### config.mk
export PLATFORM = sky130hd
export DESIGN_NAME = fp_accum_seq
export DESIGN_NICKNAME = d
export VERILOG_FILES = /design/src/rtl/fp_accum_seq.sv
export SDC_FILE = /design/constraint.sdc
export NUM_CORES = 1
export LEC_CHECK = 0
export ABC_AREA = 1
export BUFFER_PORTS_ARGS = -buffer_cell sky130_fd_sc_hd__buf_2
export CAP_MARGIN = 15
export CORE_UTILIZATION = 35
export DETAILED_ROUTE_END_ITERATION = 8
export HOLD_SLACK_MARGIN = 0.15
export PLACE_DENSITY = 0.6
export REMOVE_ABC_BUFFERS = 1
export SLEW_MARGIN = 0
export SYNTH_ARGS = -nofsm -noshare
export SYNTH_HDL_FRONTEND = slang
export SYNTH_SLANG_ARGS = --single-unit
### constraint.sdc
create_clock -name clk -period 7.5 [get_ports clk]
set_input_delay 1.5 -clock clk [delete_from_list [all_inputs] [get_ports clk]]
set_output_delay 1.5 -clock clk [all_outputs]
set_load 0.01 [all_outputs]
### src/rtl/fp_accum_seq.sv
// Sequential FP32 accumulator: sums a valid/ready stream of LEN operands through one
// combinational truncating adder and reports the total with a one-cycle done pulse.
module fp_accum_seq #(
  parameter int unsigned DATA_WIDTH  = 32,
  parameter int unsigned COUNT_WIDTH = 8
) (
  input  logic                   clk,
  input  logic                   rst,
  input  logic                   start,
  input  logic [COUNT_WIDTH-1:0] len,
  input  logic                   in_valid,
  input  logic [DATA_WIDTH-1:0]  in_data,
  output logic                   in_ready,
  output logic                   busy,
  output logic                   done,
  output logic [DATA_WIDTH-1:0]  sum
);

  localparam logic [1:0] StIdle  = 2'd0;
  localparam logic [1:0] StAccum = 2'd1;
  localparam logic [1:0] StDone  = 2'd2;

  logic [1:0]             state_q, state_d;
  logic [DATA_WIDTH-1:0]  acc_q, acc_d;
  logic [DATA_WIDTH-1:0]  sum_q, sum_d;
  logic [COUNT_WIDTH-1:0] cnt_q, cnt_d;
  logic                   first_q, first_d;

  // fp_add_subtract: A=acc_q, B=in_data, R=add_r. Implicit leading 1, truncation only.
  logic [31:0] add_a, add_b, add_r, op_big, op_sml;
  logic [7:0]  e_big, e_diff;
  logic [23:0] m_big, m_sml, m_diff, m_norm;
  logic [24:0] m_sum;
  logic [4:0]  lz;

  always_comb begin
    add_a  = acc_q;
    add_b  = in_data;
    add_r  = 32'h0;
    lz     = 5'd0;
    if (add_a[30:0] >= add_b[30:0]) begin
      op_big = add_a;
      op_sml = add_b;
    end else begin
      op_big = add_b;
      op_sml = add_a;
    end
    e_big  = op_big[30:23];
    e_diff = op_big[30:23] - op_sml[30:23];
    m_big  = {1'b1, op_big[22:0]};
    m_sml  = (e_diff > 8'd23) ? 24'h0 : ({1'b1, op_sml[22:0]} >> e_diff);
    m_sum  = {1'b0, m_big} + {1'b0, m_sml};
    m_diff = m_big - m_sml;
    for (int i = 0; i < 24; i++) begin
      if (m_diff[i]) lz = 5'(23 - i);
    end
    m_norm = m_diff << lz;
    if (add_a[30:0] == 31'h0 && add_b[30:0] == 31'h0) begin
      add_r = 32'h0;
    end else if (op_big[31] == op_sml[31]) begin
      if (m_sum[24]) add_r = {op_big[31], e_big + 8'd1, m_sum[23:1]};
      else           add_r = {op_big[31], e_big, m_sum[22:0]};
    end else if (m_diff == 24'h0 || {3'b000, lz} >= e_big) begin
      add_r = 32'h0;
    end else begin
      add_r = {op_big[31], e_big - {3'b000, lz}, m_norm[22:0]};
    end
  end

  always_comb begin
    state_d = state_q;
    acc_d   = acc_q;
    sum_d   = sum_q;
    cnt_d   = cnt_q;
    first_d = first_q;
    unique case (state_q)
      StIdle: begin
        if (start) begin
          if (len != '0) begin
            state_d = StAccum;
            cnt_d   = len;
            first_d = 1'b1;
          end else begin
            state_d = StDone;
            acc_d   = '0;
          end
        end
      end
      StAccum: begin
        if (in_valid) begin
          cnt_d   = cnt_q - 1'b1;
          first_d = 1'b0;
          acc_d   = first_q ? in_data : add_r;
          if (cnt_q == COUNT_WIDTH'(1)) state_d = StDone;
        end
      end
      default: state_d = StIdle;
    endcase
    // Load sum on entry to DONE so it is visible alongside the done pulse.
    if (state_d == StDone && state_q != StDone) sum_d = acc_d;
  end

  always_ff @(posedge clk or posedge rst) begin
    if (rst) begin
      state_q <= StIdle;
      acc_q   <= '0;
      sum_q   <= '0;
      cnt_q   <= '0;
      first_q <= 1'b1;
    end else begin
      state_q <= state_d;
      acc_q   <= acc_d;
      sum_q   <= sum_d;
      cnt_q   <= cnt_d;
      first_q <= first_d;
    end
  end

  assign in_ready = (state_q == StAccum);
  assign busy     = (state_q != StIdle);
  assign done     = (state_q == StDone);
  assign sum      = sum_q;

endmodule

# Word-level counts from Yosys, hierarchy flattened
# Index checks and enable logic that the tools add are counted.
# word_totals
ff_bits	75
in_bits	44
output_inout_bits	35
# classes
addsub	6
magnitude_cmp	3
n_eq_ne	9
n_shift	2
muxes	49
reduce_logical	11
# ops
op	count
$mux 32	9
$mux 5	24
$pmux 32 s2	1
$logic_not 31->1	2
$ge 31x31->1	1
$mux 31	1
$add 24x24->25	1
$logic_not 24->1	1
$mux 24	1
$mux 8	3
$shl 24x5->23	1
$shr 24x8->24	1
$sub 24x24->24	1
$pmux 8 s2	1
$add 8x1->8 const B	1
$eq 8x1->1 const B	1
$ge 5x8->1	1
$gt 8x5->1 const B	1
$mux 2	4
$ne 2x2->1 const B	4
$reduce_bool 8->1	1
$sub 8x1->8 const B	1
$sub 8x5->8	1
$sub 8x8->8	1
11 further kinds	16

# Depth between registers and ports, before layout
# depth
ltp_word	38
depth_mapped	77
ltp_nobuf	75

# Worst setup path before layout
# OpenSTA, ideal clock, no wires.
# synth_timing
path_kind	input to register
start	input in_data[25]
end	register sum_q[22], in the netlist sum[22]
setup_time_ps	117
arrival_time_ps	9376
required_ps	7383
setup_slack_ps	-1993
cell_stages	71
path_buffers	1
path_cell_list	inv_1 ha_1 nand2_1 inv_2 nand2_1 nand2_1 nand2_1 nand3_2 nor2_4 nand2_4 nand2_2 nand3b_2 ha_1 inv_1 nand2_2 nand2_1 nand4_1 nand2_2 [... 35 more ...] inv_2 ha_1 a21oi_1 o21ai_0 a211oi_1 nand3_1 nand3_2 inv_2 o21ai_1 inv_1 nand2_1 nand2_1 nand2_1 nand2_1 nand2_1 nand2_1 nand2_1 nand2_1
# synth_via
elab_chain_cells	38
word_cells_on_any_way	47
classes_between	add/sub (3); order compare (3); eq/ne (1); shift (2); mux (34); reduce/logical (4)
# synth_rtl
item	line_no	text
start, declared	12	input logic [DATA_WIDTH-1:0] in_data,
$ge 31x31->1	41	if (add_a[30:0] >= add_b[30:0]) begin
$mux 32	41	
$sub 8x8->8	49	e_diff = op_big[30:23] - op_sml[30:23];
$shr 24x8->24 / $gt 8x5->1 (equally long branches)	51	m_sml = (e_diff > 8'd23) ? 24'h0 : ({1'b1, op_sml[22:0]} >> e_diff);
$mux 24	51	
$sub 24x24->24	53	m_diff = m_big - m_sml;
$mux 5 (24 in a row)	55	if (m_diff[i]) lz = 5'(23 - i);
$ge 5x8->1	63	end else if (m_diff == 24'h0 || {3'b000, lz} >= e_big) begin
$logic_or 1x1->1	63	
$mux 32	63	
$mux 32	60	end else if (op_big[31] == op_sml[31]) begin
$mux 32 (*)	58	if (add_a[30:0] == 31'h0 && add_b[30:0] == 31'h0) begin
$mux 32 (*)	93	acc_d = first_q ? in_data : add_r;
$mux 32 (*)	90	if (in_valid) begin
$pmux 32 s2 (*)	76	unique case (state_q)
net acc_d[22]	24	logic [DATA_WIDTH-1:0] acc_q, acc_d;
end signal, assigned	113	sum_q <= sum_d;
end, declared	25	logic [DATA_WIDTH-1:0] sum_q, sum_d;
# Mark *: on every way through the listed nets, which the timed path passes. The rest lies on a longest branch.
# A chain may end at the register's enable or synchronous reset.

# Worst setup path in the final report
# layout_timing
start	input in_data[18]
end	register sum_q[8], in the netlist sum[8]
# The elaborated chain is that of the path after synthesis.

==> out/results.ini <==
[status]
status = complete, but fails checks
violations = negative setup slack

[sta]
worst-slew-pin-transition_ns = 1.28
timing.final.crit_share = 1.21
hold_violations = 0
slew_violations = 0
finClkSkew_ns = 0.00693
fmax_ghz = 0.110
layout_setup_ws_ns = -1.60
rsz0062_at_grt = true
setup_tns_ns = -93.70
period_needed_ns = 9.10
slew_headroom = 0.148
final-setup-viol-count = 64

[critical_path]
worstSetupStartpointType = primary input
cpPeakStageDelay_ns = 0.67
cp_max_fo = 8
end_kind = register
crit_slowest_cell = a2111oi_0
critPathRequiredTime_ns = 7.75
rr_worst_depth = 59
worstSetupPathType = primary input to register
reg2reg_to = sum[8]$_DFFE_PP0P_
r2r-start = acc_q[12]$_DFF_PP0_
arrival_ns = 9.35
reg2reg_slack_ns = -0.83
cp_common_cell = nand2_1

[final_layout]
antenna_cells = 0
drive_gt1_frac = 0.376
multi_input_area_mm2 = 0.00966
regArea_mm2 = 0.00188
area_growth_pct = 54.5
layout_commonest_cell = nand2_1
fin_nets = 2611
fill_cells = 3237
layout_common_cells = 603 x nand2_1, 477 x buf_4, 199 x inv_1, 142 x nand3_1, 106 x o21ai_0

[clocking]
cts_buffers = 9
insertion_delay_ns = 0.36
root_buffer = clkbuf_16
cts_buffer_depth = 2
tritoncts = built
hold_buffers = 0
clk_pin_slew_ns = 0.07
htreeDepth = 3
clock_sinks = 75

[placement]
hpwl_um = 39200
place_congestion = 0.989
dp_worst_setup_slack_ns = -2.96
port_buffers = 78

[floorplan]
io_pins = 79
die_w_um = 183
start_util = 0.359
core_mm2 = 0.0319
row_count = 65
dieArea_mm2 = 0.0334
chipHeight_um = 183

[min_path]
worstHoldPathCells = 2
min_to = sum[30]$_DFFE_PP0P_
hold_path_startpoint = sum[30]$_DFFE_PP0P_
hold_class = register to register

[drt]
viasPerCell = 5.13
wl_per_cell_um = 16.9
drc = 0
routed_wl_um = 49200
drtIter0Drc = 1234
vias = 14967
first_pass_iters = 8
ant_nets = 0

[global_route]
grt_use_total = 0.293
globalRouteMet2Util = 0.485
grt-busiest-layer = met2
grt_overflow = 0
gr-usage-met1 = 0.392
grt_pass1_vias = 14385
grt_pass1_wl_um = 76400
grt_max_degree = 76
antenna_found_initial = 0
use_met3 = 0.0320

[logic_synthesis]
ys_warn_count = 0
ys_top_cells_by_area = nand2_1 23%, dfrtp_1 16%, ha_1 9.3%
synth_enable_flop_cells = 0
synthCells = 1974
synthArstFlopShare = 1.00
yosysSeqAreaShare = 0.164
synth_area_mm2 = 0.0114
synth.top_cell.area_share = 0.225
synth_ff_type = dfrtp_1
synth.distinct_cells = 61
avgSynthCellArea_um2 = 5.80
ys_ff_latch = 75
synth_area_leader_cell = nand2_1

[job]
maxCapViolations = 0

## layout make-up
type / count / share of cell area
multi-input cells: 1569 / 0.546
inverters: 247 / 0.0539
flip-flops and latches: 75 / 0.106
clock inverters: 5 / 0.00340
clock buffers: 11 / 0.0137
repair buffers: 577 / 0.246
well taps: 435 / 0.0308
## Yosys cell counts, types with 7 or more instances
library cell  number
o22ai_1           19
clkbuf_1          53
nor3_1            10
xor2_1            36
o21ai_1           30
ha_1              85
nand2_2           15
buf_2             16
inv_2             12
nand3_2            8
nand2_1          687
o21bai_1           7
inv_1            233
nand4_1           20
nor4_1            13
o211ai_1          28
nand3_1          167
a21oi_1          109
dfrtp_1           74
o21ai_0          129
nor2_1           119
## per-layer routing
layer,share of wire,vias up
met5,0,-
met3,0.058,78
met2,0.46,483
met4,0.034,0
met1,0.45,6974
li1,-,7432
## state kept, by name, indices dropped and copies added (netlist names)
name     cells
cnt_q        8
state_q      2
first_q      1
sum         32
acc_q       32
## cells by family (layout without fill, tap and decap cells)
family / after synthesis / after routing / share of synthesized area
xor+xnor: 41 / 41 / 0.0320
flops: 75 / 75 / 0.164
simple gates: 1080 / 1080 / 0.414
buf+inv: 330 / 840 / 0.114
fa+ha+maj: 88 / 88 / 0.0982
compound gates: 360 / 360 / 0.178
## critical path: cells and delay by family
family / cells / cell delay (ns)
fa+ha+maj: 3 / 0.78
simple gates: 30 / 2.78
compound gates: 15 / 2.77
buf+inv: 12 / 1.48
## metrics by stage
step / utilization / instance area (µm²) / std cells / hold WS (ns)
floorplan: - / 11100 / 1891 / 0.515
global placement: 0.490 / 15600 / 2870 / 0.456
detailed placement: 0.490 / 15600 / 2870 / 0.460
CTS: 0.537 / 17100 / 2907 / 0.479
global route: 0.555 / 17700 / 2919 / 0.488
finish: 0.555 / 17700 / 2919 / 0.475
## repair_timing
item	in CTS	in global routing
gates cloned	1	0
pin swaps	85	75
buffers inserted	21	16
endpoints found under the setup margin	64	64
gates resized for setup	232	129
## how the worst max path moves through the flow
stage / from / endpoint / slack [ns]
2_1_floorplan: in_data[23] / sum[22]$_DFFE_PP0P_ / -2.59
3_3_place_gp: in_data[16] / sum[18]$_DFFE_PP0P_ / -2.79
3_5_place_dp: in_data[16] / sum[18]$_DFFE_PP0P_ / -2.96
4_1_cts: in_data[16] / sum[18]$_DFFE_PP0P_ / -1.51
5_1_grt: in_data[14] / sum[8]$_DFFE_PP0P_ / -2.11
6_report: in_data[18] / sum[8]$_DFFE_PP0P_ / -1.60
Power is not shown: default switching activity piles up to over one toggle a cycle in this logic, so the estimate is an artifact.
